File: src/rtl/sico_sched_pkg.sv
// Shared sizing helpers for the SiCo playback scheduler and its event FIFO.
package sico_sched_pkg;

   // Occupancy counter width: must represent 0..depth inclusive.
   function automatic int unsigned level_w(input int unsigned depth);
      return $clog2(depth) + 1;
   endfunction

   // Flat event word layout, MSB first: {time, sync, value}.
   function automatic int unsigned ev_w(input int unsigned width, input int unsigned time_w);
      return time_w + 1 + width;
   endfunction

endpackage

File: src/rtl/sico_sched_fifo.sv
// Synchronous event FIFO. The head word comes straight from the storage flops,
// so a word written on one edge is readable in the very next cycle.
module sico_sched_fifo
   import sico_sched_pkg::*;
#(
   parameter int unsigned DW    = 8,
   parameter int unsigned DEPTH = 4,
   parameter int unsigned LW    = level_w(DEPTH)
) (
   input  logic          clk_i,
   input  logic          rst_i,
   input  logic          push_i,
   input  logic [DW-1:0] din_i,
   input  logic          pop_i,
   output logic [DW-1:0] dout_o,
   output logic          full_o,
   output logic          empty_o,
   output logic [LW-1:0] level_o
);
   localparam int unsigned AW = (DEPTH > 1) ? $clog2(DEPTH) : 1;

   logic [DW-1:0] mem_q [DEPTH];
   logic [DW-1:0] mem_d [DEPTH];
   logic [AW-1:0] wr_ptr_q, wr_ptr_d;
   logic [AW-1:0] rd_ptr_q, rd_ptr_d;
   logic [LW-1:0] cnt_q, cnt_d;
   logic          do_push, do_pop;

   assign full_o  = (cnt_q == LW'(DEPTH));
   assign empty_o = (cnt_q == '0);
   assign dout_o  = mem_q[rd_ptr_q];
   assign level_o = cnt_q;

   // DEPTH is a power of two, so pointers wrap naturally.
   always_comb begin
      do_push  = push_i && !full_o;
      do_pop   = pop_i && !empty_o;
      mem_d    = mem_q;
      wr_ptr_d = wr_ptr_q + AW'(do_push);
      rd_ptr_d = rd_ptr_q + AW'(do_pop);
      cnt_d    = cnt_q + LW'(do_push) - LW'(do_pop);
      if (do_push) begin
         mem_d[wr_ptr_q] = din_i;
      end
   end

   always_ff @(posedge clk_i) begin
      if (rst_i) begin
         wr_ptr_q <= '0;
         rd_ptr_q <= '0;
         cnt_q    <= '0;
      end else begin
         wr_ptr_q <= wr_ptr_d;
         rd_ptr_q <= rd_ptr_d;
         cnt_q    <= cnt_d;
      end
   end

   // Storage needs no reset: only words behind a valid count are ever read.
   always_ff @(posedge clk_i) begin
      mem_q <= mem_d;
   end

endmodule

File: src/rtl/sico_play_scheduler.sv
// Playback scheduler: buffers timestamped events and applies each to val_o at
// its deadline (sync) or on the next fixed-rate divider tick (async).
module sico_play_scheduler
   import sico_sched_pkg::*;
#(
   parameter int unsigned       WIDTH     = 8,
   parameter int unsigned       DEPTH     = 4,
   parameter int unsigned       TIME_W    = 32,
   parameter logic [WIDTH-1:0]  RST_VAL   = '0,
   parameter int unsigned       ASYNC_DIV = 16
) (
   input  logic                        clk_i,
   input  logic                        rst_i,
   input  logic                        ev_valid_i,
   output logic                        ev_ready_o,
   input  logic [TIME_W-1:0]           ev_time_i,
   input  logic                        ev_sync_i,
   input  logic [WIDTH-1:0]            ev_value_i,
   output logic [WIDTH-1:0]            val_o,
   output logic                        fire_o,
   output logic                        late_o,
   output logic [TIME_W-1:0]           now_o,
   output logic [level_w(DEPTH)-1:0]   level_o
);
   localparam int unsigned EW    = ev_w(WIDTH, TIME_W);
   localparam int unsigned LW    = level_w(DEPTH);
   localparam int unsigned DIV_W = (ASYNC_DIV > 1) ? $clog2(ASYNC_DIV) : 1;

   logic [TIME_W-1:0] now_q, now_d;
   logic [DIV_W-1:0]  div_q, div_d;
   logic [WIDTH-1:0]  val_q, val_d;
   logic              fire_q, fire_d;
   logic              late_q, late_d;

   logic [EW-1:0]     head;
   logic [TIME_W-1:0] head_time;
   logic              head_sync;
   logic [WIDTH-1:0]  head_value;
   logic              full, empty, push, tick, eligible;

   assign ev_ready_o = !full;
   assign push       = ev_valid_i && !full;
   assign head_time  = head[EW-1 -: TIME_W];
   assign head_sync  = head[WIDTH];
   assign head_value = head[WIDTH-1:0];
   assign tick       = (div_q == DIV_W'(ASYNC_DIV - 1));

   sico_sched_fifo #(
      .DW    (EW),
      .DEPTH (DEPTH),
      .LW    (LW)
   ) u_fifo (
      .clk_i   (clk_i),
      .rst_i   (rst_i),
      .push_i  (push),
      .din_i   ({ev_time_i, ev_sync_i, ev_value_i}),
      .pop_i   (eligible),
      .dout_o  (head),
      .full_o  (full),
      .empty_o (empty),
      .level_o (level_o)
   );

   // Head-only eligibility keeps strict FIFO order: a waiting head blocks all.
   always_comb begin
      eligible = 1'b0;
      now_d    = now_q + TIME_W'(1);
      div_d    = tick ? '0 : div_q + DIV_W'(1);
      val_d    = val_q;
      late_d   = late_q;
      if (!empty) begin
         eligible = head_sync ? (now_q >= head_time) : tick;
      end
      fire_d = eligible;
      if (eligible) begin
         val_d = head_value;
         if (head_sync && (now_q > head_time)) begin
            late_d = 1'b1;
         end
      end
   end

   always_ff @(posedge clk_i) begin
      if (rst_i) begin
         now_q  <= '0;
         div_q  <= '0;
         val_q  <= RST_VAL;
         fire_q <= 1'b0;
         late_q <= 1'b0;
      end else begin
         now_q  <= now_d;
         div_q  <= div_d;
         val_q  <= val_d;
         fire_q <= fire_d;
         late_q <= late_d;
      end
   end

   assign val_o  = val_q;
   assign fire_o = fire_q;
   assign late_o = late_q;
   assign now_o  = now_q;

endmodule

File: config.mk
export PLATFORM = sky130hd
export DESIGN_NAME = sico_play_scheduler
export DESIGN_NICKNAME = d
export VERILOG_FILES = /design/src/rtl/sico_sched_pkg.sv /design/src/rtl/sico_sched_fifo.sv /design/src/rtl/sico_play_scheduler.sv
export SDC_FILE = /design/constraint.sdc
export NUM_CORES = 1
export LEC_CHECK = 0
export ABC_CLOCK_PERIOD_IN_PS = 7200
export CAP_MARGIN = 20
export CORE_UTILIZATION = 35
export DETAILED_ROUTE_END_ITERATION = 12
export PLACE_DENSITY = 0.64
export SYNTH_ARGS = -nofsm -noshare
export SYNTH_HDL_FRONTEND = slang
export SYNTH_HIERARCHICAL = 1
export SYNTH_SLANG_ARGS = --single-unit
File: constraint.sdc
create_clock -name clk_i -period 7.2 [get_ports clk_i]
set_clock_uncertainty 0.1 [all_clocks]
set_input_delay 0.72 -clock clk_i [delete_from_list [all_inputs] [get_ports clk_i]]
set_output_delay 0.72 -clock clk_i [all_outputs]
set_load 0.02 [all_outputs]
# Word level (Yosys, flattened, before mapping)
# Index checks and enable logic that the tools add are counted.
# totals
register_bits	217
inputBits	44
out_inout_bits	46
elab_cells	45
# classes
n_addsub	6
magnitude_cmp	5
eq_ne	2
muxes	8
n_bitwise	2
reduce_logical	10
# ops
cell	count
$bwmux W164	1
$mux W41	3
$bmux W41 S2	1
$demux W41 S2	1
$add A32 B1 Y32 const B	1
$ge A32 B32 Y1	1
$gt A32 B32 Y1	1
$ge A3 B3 Y1 const B	2
$not A2 Y3	2
$logic_and A1 B1 Y1	5
$add A2 B1 Y2	2
$add A4 B1 Y4 const B	1
$eq A4 B4 Y1 const B	1
$add A3 B1 Y3	1
$eq A3 B3 Y1 const B	1
$logic_not A3 Y1	1
$lt A3 B1 Y1 const B	1
$sub A3 B1 Y3	1
$logic_not A1 Y1	2
$mux W1	2
$reduce_and A2 Y1	1
$reduce_or A2 Y1	1

# Depth between registers and ports, before layout
# logic_depth
word_depth	9
mapped_depth	20
mapped_depth_nobuf	17

# Modules after synthesis
# The synthesis kept the hierarchy.
# by_module_without_submodules
mod	instances	cells_each	area_per_inst_um2	seq_area_each_um2
sico_sched_fifo	1	251	6319.8	5064.9
sico_play_scheduler	1	321	2717.6	920.9

# Least setup slack after synthesis
# No wires, ideal clock.
# synth_timing
path_kind	input-to-reg
start	input port ev_valid_i
end	register u_fifo/mem_q[100] (netlist bit), enable pin
setup_time_ns	0.499
arrival_ns	4.015
t_required_ns	6.601
path_slack_ns	2.586
cell_stages	3
path_buffers	0
path_cell_list	nor2b_1 -> nand2b_2 -> nor3b_1
# synth_via
elab_chain_len	2
# synth_lines
element	line	text
start, declared	sico_play_scheduler.sv:14	input logic ev_valid_i,
$logic_and A1 B1 Y1	sico_play_scheduler.sv:42	assign push = ev_valid_i && !full;
$logic_and A1 B1 Y1	sico_sched_fifo.sv:36	do_push = push_i && !full_o;
end signal, assigned	sico_sched_fifo.sv:61	mem_q <= mem_d;
end, declared	sico_sched_fifo.sv:22	logic [DW-1:0] mem_q [DEPTH];
# No other way between the ends.
# A chain may end at the register's enable or synchronous reset.

# Final worst setup path
# layout_timing
start	register u_fifo.rd_ptr_q[0]
end	register u_fifo.cnt_q[2], in the netlist u_fifo/level_o[2]
# layout_via
elab_chain_len	9
# layout_lines
element	line	text
start, declared	sico_sched_fifo.sv:25	logic [AW-1:0] rd_ptr_q, rd_ptr_d;
start signal, assigned	sico_sched_fifo.sv:54	rd_ptr_q <= rd_ptr_d;
$not A2 Y3 (implied by the code)	sico_sched_fifo.sv:31	assign dout_o = mem_q[rd_ptr_q];
$bmux W41 S2	sico_sched_fifo.sv:31	
$mux W41 (implied by the code) (2 in series)	sico_sched_fifo.sv:31	
named net head[19]	sico_play_scheduler.sv:35	logic [EW-1:0] head;
$ge A32 B32 Y1	sico_play_scheduler.sv:72	eligible = head_sync ? (now_q >= head_time) : tick;
$mux W1	sico_play_scheduler.sv:72	
$mux W1	sico_play_scheduler.sv:71	if (!empty) begin
$logic_and A1 B1 Y1	sico_sched_fifo.sv:37	do_pop = pop_i && !empty_o;
$sub A3 B1 Y3	sico_sched_fifo.sv:41	cnt_d = cnt_q + LW'(do_push) - LW'(do_pop);
end signal, assigned	sico_sched_fifo.sv:55	cnt_q <= cnt_d;
end, declared	sico_sched_fifo.sv:26	logic [LW-1:0] cnt_q, cnt_d;
# The timed path passes the listed nets, and every way through them passes these cells. The select of a mux whose other input is x is not followed.

==> summary.txt <==
Timing
  • Finish-stage setup viols: 0
  • Fin crit share: 71.81%
  • Min Tclk post-route: a little over 5 ns
  • Total Neg Setup Slack: 0 ns
  • Final Max Slew Viols: 0
  • Worst-margin pin slew: around 0.80 ns
  • Fmax: 193.4 MHz
  • RSZ-0062 raised after global routing: no
  • Worst slew margin: a little under half
  • Final WS setup: between 2 and 2.5 ns
  • Fin. Hold Viols: 0

Power
  • Sw Ratio: approximately a quarter
  • P_int: between 2 and 3 mW
  • Combinational power share: 16.1%
  • Final total power: 3.318 mW
  • Seq pwr share: a little under half
  • Switch Pwr: ~810 uW
  • Peak VDD IR: ~230 uV
  • Clk pwr share: between 30% and 40%
  • Cell Pwr Density: 299.7 nW/um^2
  • Leakage: about 3.9 nW

Critical path
  • CP Launch Point: u_fifo/rd_ptr_q[0]
  • RR Endpoint: u_fifo/level_o[2]
  • CP arrival: 5.50 ns
  • Crit-path max cell delay: about 0.83 ns
  • Critical path class: flop to flop
  • CP Cell Sequence: buf_4 -> mux4_2 -> inv_1 -> ha_1 -> nand4_1 -> nor4_2 -> a21bo_1 -> o211ai_1 -> a21oi_1 -> a311oi_2 -> buf_4 -> o31ai_2 -> xnor2_1 -> ha_1 -> inv_1 -> fa_1 -> xor2_1 -> and2_1 -> nor3_1
  • R2r setup slk: roughly 2.0 ns
  • Crit path to: u_fifo/level_o[2]
  • Worst endpoint required time: roughly 7.5 ns
  • CP Launch Type: flop
  • CP max stage cell: dfxtp_2
  • Worst r2r src: u_fifo/rd_ptr_q[0]
  • Worst path bufs/invs: 4
  • R2R cell count: 19
  • Crit path max fanout: 23
  • Critical path depth in cells: 19
  • Crit end category: flop
  • CP top delay family: buffers and inverters

Floorplan
  • I/O pin count: 90
  • Die span in y: 162.7 um
  • Die W: between 150 and 200 um
  • Total die area: between 20000 and 30000 um^2
  • Rows: 58
  • Core area: 25250 um^2
  • Starting Density: between 30% and 40%

Synth
  • Post-synth EDFFs: 164
  • Mapped Cells: 572
  • Cell accounting for the most synthesized area: edfxtp_1
  • Register area share after synthesis: around 66%
  • Syn avg cell area: between 15 and 20 um^2
  • Post-Syn Area: around 9000 um^2
  • Area contributors post-synth: edfxtp_1 54%, dfxtp_1 12%, mux4_2 10%, ha_1 5.0%, xor2_1 2.0%
  • Distinct cells, synth: 45
  • Yosys top cell area share: 54.49%
  • Most common flop cell mapped by yosys: edfxtp_1
  • Asr flop ratio synth: 0%
  • Ys Warns: 6
  • #FFs+latches synth: between 200 and 250
  • Syn Nets: between 600 and 700

Global route
  • Global-route wire length before repair: approximately 28000 um
  • GRT overflow: 0
  • Global Route Usage Sum: 13.82%
  • Vias in the first global route: around 5200
  • Met1 global-route usage: ~17%
  • GR peak layer: met2
  • Largest net degree at the start of global routing: about 60
  • M2 GR Usage: 24.78%
  • Antenna violations before repair: 0
  • Global-route track usage on met3: under 10%

Drt
  • Final ANT Viol Nets: 0
  • Post-detailed-route via-to-cell ratio: between 4 and 5
  • DRC: 0
  • TritonRoute pass-1 iters: 4
  • Routed WL per cell: between 15 and 20 um
  • Total number of vias: 4992
  • DR iter-0 viols: roughly 270
  • Drt total wl: around 18000 um

Layout
  • Share of layout cells above drive strength 1: around 14%
  • Non-Filler Instances: about 1000
  • Most frequent cells in the layout: 164 x edfxtp_1, 88 x clkdlybuf4s50_1, 51 x dfxtp_1, 41 x nor2_1, 41 x mux4_2
  • Nets: 757
  • Antenna Cells: 0
  • FILL cells: 2242
  • Synthesis-to-finish area growth: 22.50%
  • Most common cell after layout, fill and taps aside: edfxtp_1

Hold path
  • Worst hold path class: flop to flop

Clock tree
  • Hold buffer count at cts: 0
  • Clk slew on worst S/H paths: ~0.06 ns
  • Post-CTS sizing: 0
  • TritonCTS Buffers: 23
  • Clock tree sinks: 217
  • CTS H-tree depth: 1
  • Clock Tree Root: clkbuf_16
  • CTS tree: yes
  • Setup Fix Bufs, Post-CTS: 0
  • Clock Path Buffers: 3
  • Clock Latency Late Sink: 0.51 ns

Placed design
  • Port bufs: slightly below 90
  • Dpl cells: between 900 and 1000
  • Post-place setup slack: a little under 2 ns
  • DP HPWL: 11780 um
  • GP Congestion: 0.7205

Flow run
  • Max cap viols: 0

Run status
  • Outcome: finished clean
[cell type report]
| type | count | area, um^2 | area share (%) |
|---|---|---|---|
| clock buffers | 29 | 608.1 | 5.493 |
| flip-flops and latches | 217 | 5988 | 54.09 |
| repair buffers | 97 | 970.9 | 8.770 |
| clock inverters | 13 | 165.2 | 1.492 |
| multi-input cells | 299 | 2783 | 25.14 |
| inverters | 38 | 142.6 | 1.288 |
| well taps | 330 | 412.9 | 3.730 |
[cell usage after synthesis, types with 2 or more instances]
cell type	n
xor2_1	21
nand3_1	15
o21ai_0	6
clkbuf_1	8
and2_1	5
and4_1	7
nor3_1	3
a31oi_1	2
nor2_1	41
ha_1	36
o211ai_1	2
xnor2_1	14
inv_1	37
buf_2	4
mux4_2	41
nor2b_1	8
a21o_1	2
nor3b_1	2
buf_12	4
dfxtp_1	53
nand4_1	9
and3_1	9
a21oi_1	18
edfxtp_1	164
or3_1	2
nand2_1	18
mux2i_1	8
nand2b_1	16
[worst min path at each step]
stage,from,to,depth (start not counted)
6_report,div_q[0],div_q[0],1
3_5_place_dp,div_q[0],div_q[0],1
2_1_floorplan,div_q[0],div_q[0],1
5_1_grt,val_o[3],val_o[3],2
3_3_place_gp,div_q[0],div_q[0],1
4_1_cts,div_q[0],div_q[0],1
[cell families (layout without fill, tap and decap cells)]
family                     Yosys count  after routing  share of synthesized area, %
adders and majority gates           37             37                         5.206
AOI/OAI and AO/OA                   37             37                         2.506
muxes                               49             49                         11.10
xor gates and xnor gates            35             35                         3.392
DFF                                217            217                         66.23
and+or+nand+nor                    141            141                         8.334
buffers and inverters               56            177                         3.226
[sequential cells by signal, indices dropped and copies added, names as in the netlist]
name             flops
u_fifo/mem_q       164
fire_o               1
u_fifo/level_o       3
u_fifo/wr_ptr_q      2
late_o               1
div_q                4
val_o                8
now_o               32
u_fifo/rd_ptr_q      2
[per-stage QoR]
stage          hold WS (ns)  util (%)  cell area, um^2
4_1_cts              0.3723     43.68            11030
5_1_grt              0.3987     43.84            11070
2_1_floorplan        0.3365         -             9037
6_report             0.3754     43.84            11070
3_5_place_dp         0.3631     40.62            10260
3_3_place_gp         0.3450     40.62            10260
[power groups by stage]
stage	logic, mW	clock network [mW]	registers [mW]
2_1_floorplan	0.378	0	1.60
3_3_place_gp	0.530	0	1.60
3_5_place_dp	0.544	0	1.61
4_1_cts	0.548	1.23	1.58
5_1_grt	0.594	1.28	1.59
6_report	0.535	1.20	1.58
[layer usage]
metal,vias up,part of all wire [%]
met2,102,51
met4,0,2.0
met1,2506,43
li1,2354,-
met3,30,3.9
met5,-,0
(Power assumes the default switching activity.)
